`config.mk`:
```
export PLATFORM = sky130hd
export DESIGN_NAME = videofetch_fifo
export DESIGN_NICKNAME = d
export VERILOG_FILES = /design/src/rtl/videofetch_fifo_pkg.sv /design/src/rtl/videofetch_fifo_ram.sv /design/src/rtl/videofetch_fifo.sv
export SDC_FILE = /design/constraint.sdc
export NUM_CORES = 1
export LEC_CHECK = 0
export CAP_MARGIN = 20
export CORE_ASPECT_RATIO = 1.4
export CORE_MARGIN = 1.5
export CORE_UTILIZATION = 59
export CTS_CLUSTER_DIAMETER = 100
export DETAILED_ROUTE_END_ITERATION = 12
export PLACE_DENSITY = 0.87
export RECOVER_POWER = 25
export SLEW_MARGIN = 30
export SYNTH_ARGS = -nofsm -noshare
export SYNTH_HDL_FRONTEND = slang
export SYNTH_SLANG_ARGS = --single-unit
```
`constraint.sdc`:
```
create_clock -name clk -period 5.3 [get_ports clk]
set_input_delay 1.59 -clock clk [delete_from_list [all_inputs] [get_ports clk]]
set_output_delay 1.59 -clock clk [all_outputs]
set_load 0.02 [all_outputs]
```
`src/rtl/videofetch_fifo_pkg.sv`:
```
// Shared definitions for the video fetch FIFO: read-FSM encoding, byte-lane
// positions of the four pixel bit planes and default parameter values.
package videofetch_fifo_pkg;

  typedef enum logic [1:0] {
    ST_IDLE  = 2'd0,
    ST_REQ   = 2'd1,
    ST_DRAIN = 2'd2
  } fetch_state_t;

  localparam int unsigned RED_LSB    = 0;
  localparam int unsigned GREEN_LSB  = 8;
  localparam int unsigned BLUE_LSB   = 16;
  localparam int unsigned BRIGHT_LSB = 24;

  localparam int unsigned DEF_ADDR_BITS      = 30;
  localparam int unsigned DEF_FIFO_ADDR_BITS = 4;
  localparam int unsigned DEF_WORDS_PER_LINE = 80;

endpackage

```
`src/rtl/videofetch_fifo_ram.sv`:
```
// FIFO storage: synchronous write, asynchronous read, 2^fifo_addr_bits words.
module videofetch_fifo_ram
  import videofetch_fifo_pkg::*;
#(
  parameter int unsigned fifo_addr_bits = DEF_FIFO_ADDR_BITS
) (
  input  logic                      clk,
  input  logic                      we,
  input  logic [fifo_addr_bits-1:0] waddr,
  input  logic [31:0]               wdata,
  input  logic [fifo_addr_bits-1:0] raddr,
  output logic [31:0]               rdata
);

  logic [31:0] mem [0:(1 << fifo_addr_bits)-1];

  always_ff @(posedge clk) begin
    if (we) mem[waddr] <= wdata;
  end

  assign rdata = mem[raddr];

endmodule

```
`src/rtl/videofetch_fifo.sv`:
```
// Prefetches video words from memory into a small FIFO and hands the head
// word to the video stage as four 8-pixel bit planes.
module videofetch_fifo
  import videofetch_fifo_pkg::*;
#(
  parameter int unsigned addr_bits      = DEF_ADDR_BITS,
  parameter int unsigned fifo_addr_bits = DEF_FIFO_ADDR_BITS,
  parameter int unsigned words_per_line = DEF_WORDS_PER_LINE
) (
  input  logic                 clk,
  input  logic                 reset,
  input  logic [addr_bits-1:0] base_addr,
  input  logic                 vsync,
  input  logic                 line_repeat,
  input  logic                 fetch_next,
  output logic [7:0]           red_byte,
  output logic [7:0]           green_byte,
  output logic [7:0]           blue_byte,
  output logic [7:0]           bright_byte,
  output logic [addr_bits-1:0] mem_addr,
  output logic                 mem_strobe,
  input  logic                 mem_ready,
  input  logic [31:0]          mem_data,
  output logic                 underrun
);

  localparam int unsigned CW = fifo_addr_bits + 1;
  localparam int unsigned LW = (words_per_line > 1) ? $clog2(words_per_line) : 1;
  localparam logic [LW-1:0]        LAST_WORD   = LW'(words_per_line - 1);
  localparam logic [addr_bits-1:0] LINE_STRIDE = addr_bits'(words_per_line);

  fetch_state_t              state;
  logic                      vsync_q, repeat_q;
  logic                      vsync_rise, repeat_rise, flush;
  logic                      push, pop, empty;
  logic [CW-1:0]             count, count_next;
  logic [fifo_addr_bits-1:0] wr_ptr, rd_ptr;
  logic [LW-1:0]             line_word, pop_word;
  logic [addr_bits-1:0]      fetch_addr, disp_line_start;
  logic [31:0]               head;

  videofetch_fifo_ram #(.fifo_addr_bits(fifo_addr_bits)) u_ram (
    .clk   (clk),
    .we    (push),
    .waddr (wr_ptr),
    .wdata (mem_data),
    .raddr (rd_ptr),
    .rdata (head)
  );

  always_comb begin
    vsync_rise  = vsync & ~vsync_q;
    repeat_rise = line_repeat & ~repeat_q;
    flush       = vsync_rise | repeat_rise;
    empty       = (count == '0);
    push        = (state == ST_REQ) & mem_ready & ~flush;
    pop         = fetch_next & ~empty & ~flush;
    count_next  = count + CW'(push) - CW'(pop);
  end

  always_comb begin
    red_byte    = '0;
    green_byte  = '0;
    blue_byte   = '0;
    bright_byte = '0;
    if (!empty) begin
      red_byte    = head[RED_LSB +: 8];
      green_byte  = head[GREEN_LSB +: 8];
      blue_byte   = head[BLUE_LSB +: 8];
      bright_byte = head[BRIGHT_LSB +: 8];
    end
  end

  // FIFO bookkeeping, address tracking and underrun flag.
  always_ff @(posedge clk or posedge reset) begin
    if (reset) begin
      vsync_q         <= 1'b0;
      repeat_q        <= 1'b0;
      underrun        <= 1'b0;
      count           <= '0;
      wr_ptr          <= '0;
      rd_ptr          <= '0;
      line_word       <= '0;
      pop_word        <= '0;
      fetch_addr      <= '0;
      disp_line_start <= '0;
    end else begin
      vsync_q  <= vsync;
      repeat_q <= line_repeat;
      if (vsync_rise)
        underrun <= 1'b0;
      else if (!flush && fetch_next && empty)
        underrun <= 1'b1;

      if (flush) begin
        count     <= '0;
        wr_ptr    <= '0;
        rd_ptr    <= '0;
        line_word <= '0;
        pop_word  <= '0;
        if (vsync_rise) begin
          fetch_addr      <= base_addr;
          disp_line_start <= base_addr;
        end else begin
          fetch_addr      <= disp_line_start - LINE_STRIDE;
          disp_line_start <= disp_line_start - LINE_STRIDE;
        end
      end else begin
        count <= count_next;
        if (push) begin
          wr_ptr     <= wr_ptr + 1'b1;
          fetch_addr <= fetch_addr + 1'b1;
          line_word  <= (line_word == LAST_WORD) ? '0 : line_word + 1'b1;
        end
        if (pop) begin
          rd_ptr <= rd_ptr + 1'b1;
          if (pop_word == LAST_WORD) begin
            pop_word        <= '0;
            disp_line_start <= disp_line_start + LINE_STRIDE;
          end else begin
            pop_word <= pop_word + 1'b1;
          end
        end
      end
    end
  end

  // Read FSM; an IDLE flush waits one cycle so the request uses the new address.
  always_ff @(posedge clk or posedge reset) begin
    if (reset) begin
      state      <= ST_IDLE;
      mem_strobe <= 1'b0;
      mem_addr   <= '0;
    end else begin
      case (state)
        ST_IDLE: begin
          if (!flush && !count[fifo_addr_bits]) begin
            state      <= ST_REQ;
            mem_strobe <= 1'b1;
            mem_addr   <= fetch_addr;
          end
        end
        ST_REQ: begin
          if (flush) begin
            if (mem_ready) begin
              state      <= ST_IDLE;
              mem_strobe <= 1'b0;
            end else begin
              state <= ST_DRAIN;
            end
          end else if (mem_ready) begin
            if (!count_next[fifo_addr_bits]) begin
              mem_addr <= fetch_addr + 1'b1;
            end else begin
              state      <= ST_IDLE;
              mem_strobe <= 1'b0;
            end
          end
        end
        ST_DRAIN: begin
          if (mem_ready) begin
            state      <= ST_IDLE;
            mem_strobe <= 1'b0;
          end
        end
        default: begin
          state      <= ST_IDLE;
          mem_strobe <= 1'b0;
        end
      endcase
    end
  end

endmodule

```
# After elaboration in Yosys (flattened, before gate mapping)
# Memories as Yosys holds them, arrays and structs flattened.
# Cells that the tools add are included.
totals:
  romBits: 0
  output_inout_bits: 64
  n_memories: 1
  latch_bits: 0
  wordCells: 98
  register_bits: 116
  ram_bits: 512
op_classes:
  add_sub_neg: 8
  reduce_logical: 16
  mux: 40
  n_div: 0
  shifts: 0
  eq_ne: 10
  magnitude_cmp: 0
  n_mul: 0
  bitwise_logic: 11
memory_table:
  columns: ["memory", "words", "word_bits", "rd", "rd_ports_with_merged_regs", "wr", "line", "text"]
  rows:
  - ["u_ram.mem", 16, 32, 1, 0, 1, "videofetch_fifo_ram.sv:15", "logic [31:0] mem [0:(1 << fifo_addr_bits)-1];"]
ops:
  columns: ["cell", "count"]
  rows:
  - ["2-to-1 mux 30 bit", 10]
  - ["case mux 30 bit (2 select lines)", 1]
  - ["2-to-1 mux 8 bit", 4]
  - ["adder 30 x 1 -> 30 bit (second input constant)", 1]
  - ["adder 30 x 7 -> 30 bit (second input constant)", 1]
  - ["subtractor 30 x 7 -> 30 bit (second input constant)", 1]
  - ["2-to-1 mux 7 bit", 3]
  - ["2-to-1 mux 4 bit", 4]
  - ["2-to-1 mux 2 bit", 6]
  - ["inequality test 2 bit (second input constant)", 5]
  - ["nonzero test 2 bit", 5]
  - ["2-to-1 mux 1 bit", 9]
  - ["adder 4 x 1 -> 4 bit (second input constant)", 2]
  - ["adder 7 x 1 -> 7 bit (second input constant)", 1]
  - ["equality test 7 bit (second input constant)", 1]
  - ["bitwise AND 1 bit", 6]
  - ["inequality test 3 bit (second input constant)", 2]
  - ["case mux 2 bit (3 select lines)", 1]
  - ["adder 5 x 1 -> 5 bit", 1]
  - ["zero test 5 bit", 1]
  - ["2-to-1 mux 5 bit", 1]
  - ["AND reduction 5 bit", 1]
  - ["subtractor 5 x 1 -> 5 bit", 1]
  - ["inverter 1 bit", 4]
  - ["10 further kinds", 13]

# Longest topological paths before layout
logic_depth:
  word_depth: 11
  depth_mapped: 17

# By module
# From an unflattened synthesis, not the netlist that was laid out.
unflattened:
  hier_cells: 1728
  area_unflattened_um2: 26810.7
by_module_without_submodules:
  columns: ["module", "n_inst", "cells_each", "area_per_inst_um2"]
  rows:
  - ["videofetch_fifo_ram", 1, 806, 19194.7]
  - ["videofetch_fifo", 1, 922, 7616.1]

# Worst setup path before layout
# OpenSTA, ideal clock, no wires.
synth_path:
  path_kind: "in2reg"
  start: "input port vsync"
  end: "register mem_addr[0]"
  t_required_ps: 5163
  arrival_ps: 5191
  cell_stages: 17
  path_buffers: 5
  path_slack_ps: -28
  setup_ps: 137
  cell_sequence: "nand2b_1 nand2_1 clkbuf_1 buf_1 clkbuf_1 nor2_1 ha_1 inv_1 ha_1 fa_1 a21oi_1 or4b_2 a41oi_1 o21bai_1 clkbuf_1 clkbuf_1 a21oi_1"
synth_between:
  elab_chain_len: 8
synth_lines:
  columns: ["item", "line", "text"]
  rows:
  - ["start: declaration", "videofetch_fifo.sv:13", "input logic vsync,"]
  - ["bitwise AND 1 bit *", "videofetch_fifo.sv:52", "vsync_rise = vsync & ~vsync_q;"]
  - ["OR 1 bit *", "videofetch_fifo.sv:54", "flush = vsync_rise | repeat_rise;"]
  - ["inverter 1 bit", "videofetch_fifo.sv:56, videofetch_fifo.sv:57", null]
  - ["bitwise AND 1 bit", "videofetch_fifo.sv:56", "push = (state == ST_REQ) & mem_ready & ~flush;"]
  - ["adder 5 x 1 -> 5 bit", "videofetch_fifo.sv:58", "count_next = count + CW'(push) - CW'(pop);"]
  - ["subtractor 5 x 1 -> 5 bit", "videofetch_fifo.sv:58", null]
  - ["inequality test 2 bit (no line)", null, null]
  - ["AND reduction 5 bit (no line) *", null, null]
  - ["end signal: assignment", "videofetch_fifo.sv:140", "mem_addr <= fetch_addr;"]
  - ["end signal: assignment", "videofetch_fifo.sv:153", "mem_addr <= fetch_addr + 1'b1;"]
  - ["end: declaration", "videofetch_fifo.sv:20", "output logic [addr_bits-1:0] mem_addr,"]
# Every way passes the cells marked *; elsewhere a longest branch is shown, timed or not.
# A chain may end at the register's enable or synchronous reset.

# Final worst setup path
layout_path:
  start: "register rd_ptr[0]"
  end: "output port bright_byte[5]"
layout_between:
  elab_chain_len: 2
layout_lines:
  columns: ["item", "line", "text"]
  rows:
  - ["start: declaration", "videofetch_fifo.sv:37", "logic [fifo_addr_bits-1:0] wr_ptr, rd_ptr;"]
  - ["start signal: assignment", "videofetch_fifo.sv:116", "rd_ptr <= rd_ptr + 1'b1;"]
  - ["memory (16 x 32 bit)", null, null]
  - ["2-to-1 mux 8 bit", "videofetch_fifo.sv:66", "if (!empty) begin"]
  - ["end: declaration", "videofetch_fifo.sv:19", "output logic [7:0] bright_byte,"]
# No other way between the ends.

==> metrics.md <==
| Metric | Value |
|---|---|
| Top FF cell, synth | edfxtp_1 |
| Syn Area/Cell | 16.4 µm² |
| Vias | 15900 |
| Mapped Cells | 1629 |
| Filler cell count in the final layout | 2739 |
| Count of input and output buffers | 131 |
| Worst-margin pin slew | 999 ps |
| Worst Setup Start Kind | flop |
| Clk slew on worst S/H paths | 60 ps |
| Setup violators final | 0 |
| DP Wirelength | 37300 µm |
| Setup bufs post-CTS | 0 |
| Layout cells sized above 1 | 19.1% |
| Die span in y | 255 µm |
| Critical path class | reg -> out |
| CP Data Arrival Time | 3570 ps |
| Warnings, synthesis | 0 |
| WL per Instance | 28.6 µm |
| Post-cts resize count | 0 |
| VDD IR max | 403 µV |
| Distinct cells, synth | 69 |
| Sequential share of the synthesized area | 68.3% |
| Worst EP required | 3710 ps |
| Worst hold-check path type | reg -> reg |
| Clock Sink Count | 628 |
| Max-cap violation count | 0 |
| CTS H-tree lvls | 2 |
| Number of hold buffers added after cts | 0 |
| Async set-reset flop share out of synthesis | 18.5% |
| Routability cong. | 0.922 |
| Post-synth top area share | 57.5% |
| DR DRC count | 0 |
| I/O pins | 132 |
| Cell taking the most area after synthesis | edfxtp_1 |
| First-pass GRT wire length | 100000 µm |
| Max clock buf depth | 3 |
| DR iter-0 viols | 1641 |
| Layout Nets | 1842 |
| Fmax | 0.194 GHz |
| Largest net degree at the start of global routing | 64 |
| Core footprint | 44900 µm² |
| Critical path peak fanout | 46 |
| RSZ-0062 raised after global routing | no |
| Cell Area, Synth | 26800 µm² |
| DR vias/cell | 6.72 |
| Number of synthesized flops with an enable pin | 512 |
| Synth-to-layout area growth | 14.8% |
| Root Driver | clkbuf_16 |
| Grt ovf | 0 |
| Setup TNS | 0 ps |
| Number of buffers created by CTS | 56 |
| Rows | 92 |
| Worst slew margin | 33.1% |
| Outcome | finished clean |
| Period utilisation layout | 97.3% |
| Antenna violations before repair | 4 |
| GRT Util Overall | 29.6% |
| Final slew viol count | 0 |
| Starting Density | 59.6% |
| Hold Fails Final Rpt | 0 |
| Net Count, Synth | 1713 |
| Vias in the first global route | 16400 |
| Hold wc startpoint | disp_line_start[1] |
| PD cells | 455 nW/µm² |
| Most frequent cells in the layout | edfxtp_1 (512), mux4_2 (160), dfrtp_1 (112) |
| Detailed Routing Iterations Pass 1 | 5 |
| Full die area | 46600 µm² |
| R2R Path Start | count[3] |
| Synth area leaders | edfxtp_1 (57%), mux4_2 (13%), dfrtp_1 (11%) |
| Clock Skew | 50.2 ps |
| Worst skew pair latency | 650 ps |
| Pleak | 0.0102 µW |
| CTS tree | yes |
| Die X | 183 µm |
| Most common cell after layout, fill and taps aside | edfxtp_1 |
| Crit end category | output port |
| Crit. Startpoint | rd_ptr[0] |
| Antenna Nets Post-Route | 0 |
| Post-DP Area | 28900 µm² |
| Post-synthesis register bit count | 628 |
| Total wire length | 67700 µm |
| Tmin final | 5160 ps |
| Final instance area | 30700 µm² |
[state kept, by name (all words and copies together) (netlist names), 2 cells and up]
register         count
u_ram.mem          512
disp_line_start     30
fetch_addr          30
mem_addr            30
pop_word             7
count                5
rd_ptr               4
wr_ptr               4
state                2
[through the flow]
step | utilization, % | total power [µW] | hold slack [ps] | setup WS [ps] | cells
2_1_floorplan | - | 8540 | 441 | 56.7 | 1629
3_3_place_gp | 64.3 | 9810 | 462 | 474 | 2264
3_5_place_dp | 64.3 | 9930 | 470 | 307 | 2264
4_1_cts | 68.4 | 14000 | 489 | 65.5 | 2367
5_1_grt | 68.4 | 14500 | 508 | 2.71 | 2367
6_report | 68.4 | 14000 | 487 | 143 | 2368
[routing by layer]
metal,vias up,global-route usage (%),wire (µm)
met4,6,15.3,3320
met5,-,0,35
met2,1081,52.3,35600
met3,224,4.95,5780
li1,6652,-,-
met1,7957,35.0,23000
[cells in the mapped netlist, types with 7 or more instances]
| library cell | number |
|---|---|
| mux4_2 | 160 |
| o21a_1 | 14 |
| a31oi_1 | 15 |
| and2_1 | 59 |
| inv_1 | 15 |
| nor2_1 | 107 |
| nand3_1 | 34 |
| xor2_1 | 39 |
| nand2_1 | 88 |
| nor4_1 | 12 |
| a21o_1 | 9 |
| xnor2_1 | 29 |
| nor3_1 | 15 |
| nand4_1 | 20 |
| o21ai_0 | 31 |
| buf_6 | 9 |
| ha_1 | 15 |
| dfrtp_1 | 116 |
| and3_1 | 17 |
| edfxtp_1 | 512 |
| clkbuf_1 | 76 |
| buf_1 | 17 |
| a2bb2oi_1 | 7 |
| a21oi_1 | 91 |
| a22oi_1 | 9 |
[critical path, stage by stage (launching register included)]
cell and delay, ps:
dfrtp_4 650, buf_12 390, mux4_2 610, mux4_2 500, and2_1 210, clkdlybuf4s50_1 550
[power breakdown]
| part | leakage (µW) | total (µW) | switching, µW | internal [µW] |
|---|---|---|---|---|
| Sequential | 0.00606 | 6010 | 365 | 5640 |
| Combinational | 0.00329 | 3920 | 2020 | 1900 |
| Clock | 0.000858 | 4050 | 1850 | 2210 |
| Total | 0.0102 | 14000 | 4230 | 9750 |
[logic make-up after synthesis]
group                      Yosys count  synth area share, %
DFF                                628                 68.3
and+or+nand+nor                    399                 7.56
AOI/OAI and AO/OA                  231                 5.50
muxes                              162                 13.6
buffers and inverters              125                 2.05
xor gates and xnor gates            68                 2.23
adders and majority gates           16                0.776
[path summary, 6_finish.rpt]
| check | endpoint | slack, ps | depth (start not counted) |
|---|---|---|---|
| hold reg to reg | disp_line_start[1] | 490 | 2 |
| hold / removal | disp_line_start[1] | 490 | 2 |
| setup reg to reg | mem_addr[19] | 810 | 17 |
| setup / recovery | bright_byte[5] | 140 | 5 |
| min in group asynchronous | disp_line_start[1] | 1500 | 2 |
| max in group asynchronous | mem_addr[22] | 3030 | 3 |
[layout make-up]
type                            count  area (µm²)  share of cell area [%]
Antenna cell                        1        2.50                 0.00815
Clock buffer                       68        1450                    4.71
Clock inverter                     35         375                    1.22
Inverter                           15        58.8                   0.191
Multi-Input combinational cell    876        7980                    26.0
Sequential cell                   628       18300                    59.5
Tap cell                          564         706                    2.30
Timing Repair Buffer              181        1850                    6.02
Power figures use the tool's default switching activity.
